===== config.mk =====
export PLATFORM = sky130hd
export DESIGN_NAME = trap_controller
export DESIGN_NICKNAME = d
export VERILOG_FILES = /design/src/rtl/trap_controller.sv
export SDC_FILE = /design/constraint.sdc
export NUM_CORES = 1
export LEC_CHECK = 0
export ABC_AREA = 1
export CAP_MARGIN = 5
export CORE_AREA = 3 3 104 106
export CTS_BUF_LIST = sky130_fd_sc_hd__clkbuf_4
export DETAILED_ROUTE_END_ITERATION = 7
export DIE_AREA = 0 0 107 109
export GPL_ROUTABILITY_DRIVEN = 0
export PLACE_DENSITY = 0.81
export SLEW_MARGIN = 20
export SYNTH_ARGS = -nofsm -noshare
export SYNTH_HDL_FRONTEND = slang
export SYNTH_SLANG_ARGS = --single-unit

===== constraint.sdc =====
create_clock -name clk -period 2.5 [get_ports clk]
set_input_delay 0.5 -clock clk [delete_from_list [all_inputs] [get_ports clk]]
set_output_delay 0.5 -clock clk [all_outputs]
set_load 0.02 [all_outputs]

===== src/rtl/trap_controller.sv =====
// Trap/mret sequencer: turns a pipeline trap or mret request into a fixed series of CSR writes
// followed by a one-cycle PC redirect. Define TRAP_CTRL_MTVAL_EN to include the mtval write.
module trap_controller #(
  parameter int unsigned CSR_ADDR_W = 12
) (
  input  logic                  clk,
  input  logic                  rst,
  input  logic                  exc_valid,
  input  logic [3:0]            exc_src,
  input  logic [31:0]           exc_pc,
  input  logic [31:0]           exc_tval,
  output logic                  exc_ready,
  input  logic                  mret_valid,
  input  logic                  pl_csr_r_en,
  input  logic                  pl_csr_w_en,
  input  logic [2:0]            pl_csr_op,
  input  logic [CSR_ADDR_W-1:0] pl_csr_addr,
  input  logic [31:0]           pl_csr_wdata,
  output logic [31:0]           pl_csr_rdata,
  output logic                  csr_r_en,
  output logic                  csr_w_en,
  output logic [2:0]            csr_op,
  output logic [CSR_ADDR_W-1:0] csr_addr,
  output logic [31:0]           csr_wdata,
  input  logic [31:0]           csr_rdata,
  output logic                  busy,
  output logic                  redirect_valid,
  output logic [31:0]           redirect_pc
);

  localparam logic [2:0] IDLE         = 3'd0;
  localparam logic [2:0] W_MEPC       = 3'd1;
  localparam logic [2:0] W_MCAUSE     = 3'd2;
`ifdef TRAP_CTRL_MTVAL_EN
  localparam logic [2:0] W_MTVAL      = 3'd3;
`endif
  localparam logic [2:0] W_MSTATUS    = 3'd4;
  localparam logic [2:0] MRET_MSTATUS = 3'd5;
  localparam logic [2:0] REDIRECT     = 3'd6;

  localparam logic [CSR_ADDR_W-1:0] ADDR_MSTATUS = CSR_ADDR_W'(12'h300);
  localparam logic [CSR_ADDR_W-1:0] ADDR_MTVEC   = CSR_ADDR_W'(12'h305);
  localparam logic [CSR_ADDR_W-1:0] ADDR_MEPC    = CSR_ADDR_W'(12'h341);
  localparam logic [CSR_ADDR_W-1:0] ADDR_MCAUSE  = CSR_ADDR_W'(12'h342);
  localparam logic [CSR_ADDR_W-1:0] ADDR_MTVAL   = CSR_ADDR_W'(12'h343);

  logic [2:0]  state_q, state_d;
  logic        is_mret_q, is_mret_d;
  logic [3:0]  cause_q, cause_d;
  logic [31:0] pc_q, pc_d;
`ifdef TRAP_CTRL_MTVAL_EN
  logic [31:0] tval_q, tval_d;
`else
  logic        unused_tval;
  assign unused_tval = ^exc_tval;
`endif

  logic       trap_req;
  logic [3:0] cause_enc;

  assign trap_req = exc_valid && (exc_src != 4'b0000);

  always_comb begin
    if (exc_src[3])      cause_enc = 4'd3;
    else if (exc_src[2]) cause_enc = 4'd11;
    else if (exc_src[1]) cause_enc = 4'd6;
    else                 cause_enc = 4'd4;
  end

  always_comb begin
    state_d        = state_q;
    is_mret_d      = is_mret_q;
    cause_d        = cause_q;
    pc_d           = pc_q;
`ifdef TRAP_CTRL_MTVAL_EN
    tval_d         = tval_q;
`endif
    exc_ready      = 1'b0;
    busy           = 1'b1;
    redirect_valid = 1'b0;
    redirect_pc    = 32'h0;
    pl_csr_rdata   = 32'h0;
    csr_r_en       = 1'b1;
    csr_w_en       = 1'b1;
    csr_op         = 3'b001;
    csr_addr       = '0;
    csr_wdata      = 32'h0;

    case (state_q)
      IDLE: begin
        busy         = 1'b0;
        exc_ready    = trap_req || mret_valid;
        csr_r_en     = pl_csr_r_en;
        csr_w_en     = pl_csr_w_en && !exc_ready;
        csr_op       = pl_csr_op;
        csr_addr     = pl_csr_addr;
        csr_wdata    = pl_csr_wdata;
        pl_csr_rdata = csr_rdata;
        if (trap_req) begin
          state_d   = W_MEPC;
          is_mret_d = 1'b0;
          cause_d   = cause_enc;
          pc_d      = exc_pc;
`ifdef TRAP_CTRL_MTVAL_EN
          tval_d    = exc_tval;
`endif
        end else if (mret_valid) begin
          state_d   = MRET_MSTATUS;
          is_mret_d = 1'b1;
        end
      end
      W_MEPC: begin
        csr_addr  = ADDR_MEPC;
        csr_wdata = pc_q;
        state_d   = W_MCAUSE;
      end
      W_MCAUSE: begin
        csr_addr  = ADDR_MCAUSE;
        csr_wdata = {28'h0, cause_q};
`ifdef TRAP_CTRL_MTVAL_EN
        state_d   = W_MTVAL;
`else
        state_d   = W_MSTATUS;
`endif
      end
`ifdef TRAP_CTRL_MTVAL_EN
      W_MTVAL: begin
        csr_addr  = ADDR_MTVAL;
        csr_wdata = tval_q;
        state_d   = W_MSTATUS;
      end
`endif
      // Same-cycle read-modify-write: MPIE <= MIE, MIE <= 0, MPP <= M.
      W_MSTATUS: begin
        csr_addr         = ADDR_MSTATUS;
        csr_wdata        = csr_rdata;
        csr_wdata[7]     = csr_rdata[3];
        csr_wdata[3]     = 1'b0;
        csr_wdata[12:11] = 2'b11;
        state_d          = REDIRECT;
      end
      MRET_MSTATUS: begin
        csr_addr         = ADDR_MSTATUS;
        csr_wdata        = csr_rdata;
        csr_wdata[3]     = csr_rdata[7];
        csr_wdata[7]     = 1'b1;
        csr_wdata[12:11] = 2'b00;
        state_d          = REDIRECT;
      end
      // Writes the read value back so the access stays a plain read in effect.
      REDIRECT: begin
        csr_addr       = is_mret_q ? ADDR_MEPC : ADDR_MTVEC;
        csr_wdata      = csr_rdata;
        redirect_valid = 1'b1;
        redirect_pc    = {csr_rdata[31:2], 2'b00};
        state_d        = IDLE;
      end
      default: begin
        csr_r_en = 1'b0;
        csr_w_en = 1'b0;
        state_d  = IDLE;
      end
    endcase

    // Reset is synchronous, so outputs are quiesced combinationally during the reset cycle.
    if (rst) begin
      exc_ready      = 1'b0;
      busy           = 1'b0;
      redirect_valid = 1'b0;
      redirect_pc    = 32'h0;
      pl_csr_rdata   = 32'h0;
      csr_r_en       = 1'b0;
      csr_w_en       = 1'b0;
    end
  end

  always_ff @(posedge clk) begin
    if (rst) begin
      state_q   <= IDLE;
      is_mret_q <= 1'b0;
      cause_q   <= 4'h0;
      pc_q      <= 32'h0;
`ifdef TRAP_CTRL_MTVAL_EN
      tval_q    <= 32'h0;
`endif
    end else begin
      state_q   <= state_d;
      is_mret_q <= is_mret_d;
      cause_q   <= cause_d;
      pc_q      <= pc_d;
`ifdef TRAP_CTRL_MTVAL_EN
      tval_q    <= tval_d;
`endif
    end
  end

endmodule


==> out/qor.txt, run 1 <==
run status = complete, no violations
Period minus WS final = 2450 ps
Final ANT Viol Nets = 0
Max Root-Sink Buffers = 2
WL final = 13200 um
simple logic cell fraction of the synthesized area = 47.0%
average cell area after synthesis = 5.61 um2
EDFF count, synth = 0
synth unique cells = 27
clk root buf = clkbuf_4
highest clock rate = 408 MHz
worst skew pair latency = 350 ps
First DRT Iteration DRCs = 288
vias = 3864
final net count = 879
layout cells sized above 1 = 16.2%
CP Max Fanout = 5
area share of fa/ha/maj cells after synthesis = 0%
H-Tree Depth = 2
Die ar. = 11700 um2
Final period util = 98.1%
clock skew = 22.1 ps
pwr dens = 753 nW/um2
Worst-path clk slew = 120 ps
unrepaired setup endpoints after global routing = yes
Die H = 109 um
fraction of registers with async set/reset = 0%
WL/cell = 15.4 um
TritonRoute pass-1 iters = 4
storage element area = 803 um2
DRC viols = 0
initial antenna violation count = 2
core area = 9860 um2
post-synth top area share = 29.4%
count leader, synth = nor2_1
CP startpoint kind = input pin
hold buffers post-CTS = 0
largest cells by area after synthesis = dfxtp_1 29%, nor2_1 21%, nand2_1 16%
largest family of logic cells by synthesized area = simple AND/OR/NAND/NOR gates
n_diodes = 0
GRT Total Usage = 21.0%
Worst Path Required = 2000 ps
Via density = 4.49
Ports = 269
Synth Cell Area = 2730 um2
vias in the first global route = 3785
layout filler cell count = 1033
first-pass GRT wire length = 19400 um
Initial Util = 27.6%
#FFs+latches synth = 40
Core Rows = 36
largest net degree at the start of global routing = 38
clock tree sinks = 40
Seq/Total Area, Yosys = 29.4%
Max Cap Viol = 0
Syn Inst Count = 486
die width = 107 um
Critical Path Sink Type = output port
GR Overflow Total = 0
area leader, netlist = dfxtp_1
number of I/O port buffers = 234
commonest cells in the netlist = 149 x nor2_1, 116 x nand2_1, 50 x inv_1
min-delay worst type = register to register
hpwl dp = 10400 um
Layout area overhead = 86.3%
compound-cell area share of the yosys netlist = 9.46%
TritonCTS clock tree = built
XOR/XNOR Fraction of Synth Area = 0%
max-slew violation count = 0
Synth Flop Type = dfxtp_1
Num CTS Buffers = 5
Tot Pwr = 3820 uW
WS Path Type = input pin to output port
Synth warnings = 0
Critical Path AT = 1950 ps
Final Setup Violations = 0
Hold Worst Slack = 466 ps
multiplexer share of the synthesized area = 0%
Hold Violations, Final = 0
Static Leakage = 0.00254 uW
maximum resistive drop on vdd = 0.261 mV
multi-input gate area in the final layout = 1560 um2
==> stage by stage <==
| stage | std cells | TNS (ps) | utilization [%] | setup slack [ps] | instance area (um2) |
|---|---|---|---|---|---|
| 3_5_place_dp | 847 | -9430 | 53.4 | -233 | 5270 |
| 6_report | 860 | 0 | 51.5 | 47.8 | 5080 |
| 3_3_place_gp | 847 | -7590 | 53.4 | -177 | 5270 |
| 4_1_cts | 855 | -10.4 | 52.9 | -7.68 | 5220 |
| 5_1_grt | 860 | -91.9 | 51.5 | -37.3 | 5080 |
| 2_1_floorplan | 487 | 0 | - | 488 | 2730 |
==> timing repair <==
item | in CTS | in global routing
buffers inserted | 0 | 3
gates cloned | 0 | 2
pin swaps | 0 | 2
endpoints found under the setup margin | 112 | 100
resized for setup | 118 | 157
==> routing by layer <==
metal	track usage [%]	routed length [um]	vias up
li1	-	-	1963
met1	25.5	5470	1741
met3	4.44	820	17
met2	38.2	6760	139
met4	4.47	176	4
met5	0	23	-
==> sequential cells by signal, indices dropped and copies added, names as in the netlist <==
signal     cells
pc_q          32
cause_q        4
state_q        3
is_mret_q      1
==> layout make-up <==
cell class | count | area share (%)
flip-flops and latches | 40 | 15.8
clock buffers | 5 | 0.739
inverters | 55 | 4.21
repair buffers | 261 | 44.3
well taps | 133 | 3.28
clock inverters | 3 | 0.838
multi-input cells | 363 | 30.8
==> report_power, final <==
| part | total, uW | internal [uW] | leakage, uW | switching [uW] |
|---|---|---|---|---|
| logic | 2530 | 989 | 0.00217 | 1540 |
| registers | 860 | 774 | 0.000331 | 86.6 |
| clock network | 430 | 209 | 0.0000412 | 221 |
| total | 3820 | 1970 | 0.00254 | 1850 |
==> layout by cell type (no fill, tap or decap), types with 3 or more instances in the layout <==
master             n
nor2_1           148
clkdlybuf4s50_1  121
nand2_1          116
clkbuf_2          65
inv_1             50
o21ai_0           41
dfxtp_1           38
nand3_1           30
dlygate4sd2_1     24
clkdlybuf4s15_1   23
buf_4             22
nand4_1            6
a21oi_1            6
clkbuf_4           5
inv_2              3
buf_12             3
==> critical path, cell delays in order <==
cell and delay [ps]:
clkdlybuf4s50_1 510, buf_4 210, nor2_1 110, clkdlybuf4s50_1 620
==> logic make-up after synthesis <==
logic type / after synthesis
AND/OR/NAND/NOR: 311
buffers and inverters: 84
AO/OA/AOI/OAI: 50
flip-flops: 40
other: 1
==> final timing paths <==
kind                                               from                      end  slack, ps  depth (start not counted)
worst max-delay path                                rst           redirect_pc[3]         50                          4
worst min-delay path            cause_q[0]$_SDFFE_PP0P_  cause_q[0]$_SDFFE_PP0P_        470                          2
worst max register to register  state_q[1]$_SDFFE_PP0P_     pc_q[7]$_SDFFE_PP0P_        480                          8
worst min register to register  cause_q[0]$_SDFFE_PP0P_  cause_q[0]$_SDFFE_PP0P_        470                          2
No activity file was read; power rests on OpenSTA's default activity.
==> inputs of run 2 (changes only) <==
clock period = 2.4 ns   (was 2.5 ns; I/O delays follow)
==> run 2 against run 1 <==
Effect of this change:
- sequential power grew 4.3%
- die area is the same
- cell count grew 0.58%
- total power grew 3.2%
- combinational power grew 3%
- hold slack gained 5.7 ps
- largest power group unchanged
- design area shrank 2.3%
- utilization shrank 1.2 points
==> out/qor.txt, run 2 (same netlist as run 1, synthesis figures left out) <==
Layout area overhead = 82.1%
Period minus WS final = 2350 ps
crit path buf inv count = 3
Die H = 109 um
largest net degree at the start of global routing = 38
TritonRoute pass-1 iters = 5
TritonCTS clock tree = built
Crit path largest cell delay = 620 ps
final net count = 884
Reg-to-Reg End = pc_q[27]$_SDFFE_PP0P_
Critical Path AT = 1870 ps
number of I/O port buffers = 234
Core Rows = 36
Hold Startpoint = cause_q[0]$_SDFFE_PP0P_
WS Path Type = input pin to output port
register-to-register setup slack = 370 ps
clock skew = 11.1 ps
clk root buf = clkbuf_4
Ports = 269
layout filler cell count = 1035
met2 WL = 6710 um
vias = 3971
Worst-path clk slew = 130 ps
Metal-1 WL = 5430 um
min-delay worst type = register to register
maximum resistive drop on vdd = 0.259 mV
most frequent cells in the layout = 149 x nor2_1, 121 x clkdlybuf4s50_1, 116 x nand2_1
hold buffers post-CTS = 0
Initial Util = 27.6%
layout cells sized above 1 = 21.2%
max-slew violation count = 0
Die ar. = 11700 um2
n_diodes = 0
hpwl dp = 10500 um
Final period util = 98.0%
first-pass GRT wire length = 19300 um
WL/cell = 15.4 um
Worst Path Required = 1920 ps
CP Max Fanout = 5
slowest stage cell on the critical path = clkdlybuf4s50_1
Crit path top cell by count = clkdlybuf4s50_1
Hold EP = cause_q[0]$_SDFFE_PP0P_
Hold Violations, Final = 0
die width = 107 um
Critical Path Sink Type = output port
vias in the first global route = 3768
max reg flops = 32
DR top layer = met5
Max Cap Viol = 0
most common cell after layout, fill and taps aside = nor2_1
GRT Total Usage = 20.9%
Min-Delay Path Depth = 2
Hold Worst Slack = 471 ps
unrepaired setup endpoints after global routing = yes
GR Overflow Total = 0
CP startpoint kind = input pin
initial antenna violation count = 2
H-Tree Depth = 2
WL met3 = 932 um
largest registers = pc_q (32), cause_q (4), state_q (3)
Num CTS Buffers = 5
worst r2r src = state_q[1]$_SDFFE_PP0P_
Largest Register = pc_q
Via density = 4.59
Tot Pwr = 3940 uW
Final ANT Viol Nets = 0
reg2reg path depth = 9
Max Root-Sink Buffers = 2
clock tree sinks = 40
worst skew pair latency = 340 ps
highest clock rate = 425 MHz
WL final = 13300 um
run status = complete, no violations
pwr dens = 795 nW/um2
Static Leakage = 0.00253 uW
CP top delay family = buffers and inverters
DRC viols = 0
First DRT Iteration DRCs = 332
core area = 9860 um2
Final Setup Violations = 0
worst path cell trace = clkdlybuf4s50_1 > buf_4 > nor2_1 > clkdlybuf4s50_1
[run 2: changes by cell type in the layout (fill, tap and decap cells not counted), sizes merged]
| cell | previous run | this run |
|---|---|---|
| clkdlybuf4s15 | 23 | 6 |
| buf | 27 | 39 |
| clkinv | 1 | 2 |
| clkinvlp | 1 | 0 |
| dlygate4sd2 | 24 | 11 |
| clkbuf | 71 | 94 |
[run 2: worst max path at each step]
stage                            startpoint               to  slack [ps]  cells after the start
finish                                  rst   redirect_pc[3]          50                      4
global route        state_q[1]$_SDFFE_PP0P_    csr_wdata[30]         -20                      8
CTS                 state_q[2]$_SDFFE_PP0P_    csr_wdata[17]         0.4                      6
detailed placement                      rst   redirect_pc[9]        -280                      5
global placement                        rst  redirect_pc[19]        -230                      5
floorplan           state_q[2]$_SDFFE_PP0P_  redirect_pc[21]         420                      7
[run 2: layer usage]
metal / vias to the layer above / GRT usage [%]
li1: 1972 / -
met1: 1811 / 25.7
met2: 160 / 37.3
met3: 24 / 4.09
met4: 4 / 5.39
met5: - / 0
[run 2: worst reg2reg max path: cells and delay by family, from the launching register on]
| family | cells | cell delay [ps] |
|---|---|---|
| buf+inv | 4 | 850 |
| flops | 1 | 370 |
| simple gates | 5 | 760 |
[run 2: report_power, final]
| group | switching, uW | leakage, uW | internal, uW | total, uW |
|---|---|---|---|---|
| combinational | 1610 | 0.00216 | 983 | 2600 |
| sequential | 89.7 | 0.000331 | 807 | 897 |
| clock | 232 | 0.0000428 | 218 | 450 |
[run 2: layout make-up]
cell class,instances,area [um2],area share [%]
Tap cell,133,166,3.35
Inverter,55,211,4.26
Sequential cell,40,805,16.2
Multi-Input combinational cell,363,1550,31.3
Timing Repair Buffer,266,2150,43.3
Clock inverter,3,42.5,0.857
Clock buffer,5,37.5,0.756
[run 2: what timing repair did]
action	in CTS	in global routing
gates resized for setup	176	153
endpoints found under the setup margin	113	100
gates cloned	0	1
buffers inserted	0	6
pin swaps	0	2
[run 2: through the flow]
step	util [%]	std cells	area [um2]	worst slack (ps)	TNS, ps
2_1_floorplan	-	487	2730	421	0
3_3_place_gp	53.7	850	5300	-231	-11010
3_5_place_dp	53.7	850	5300	-276	-12070
4_1_cts	53.9	858	5320	0.428	0
5_1_grt	50.3	865	4960	-19.2	-31.0
6_report	50.3	865	4960	47.0	0
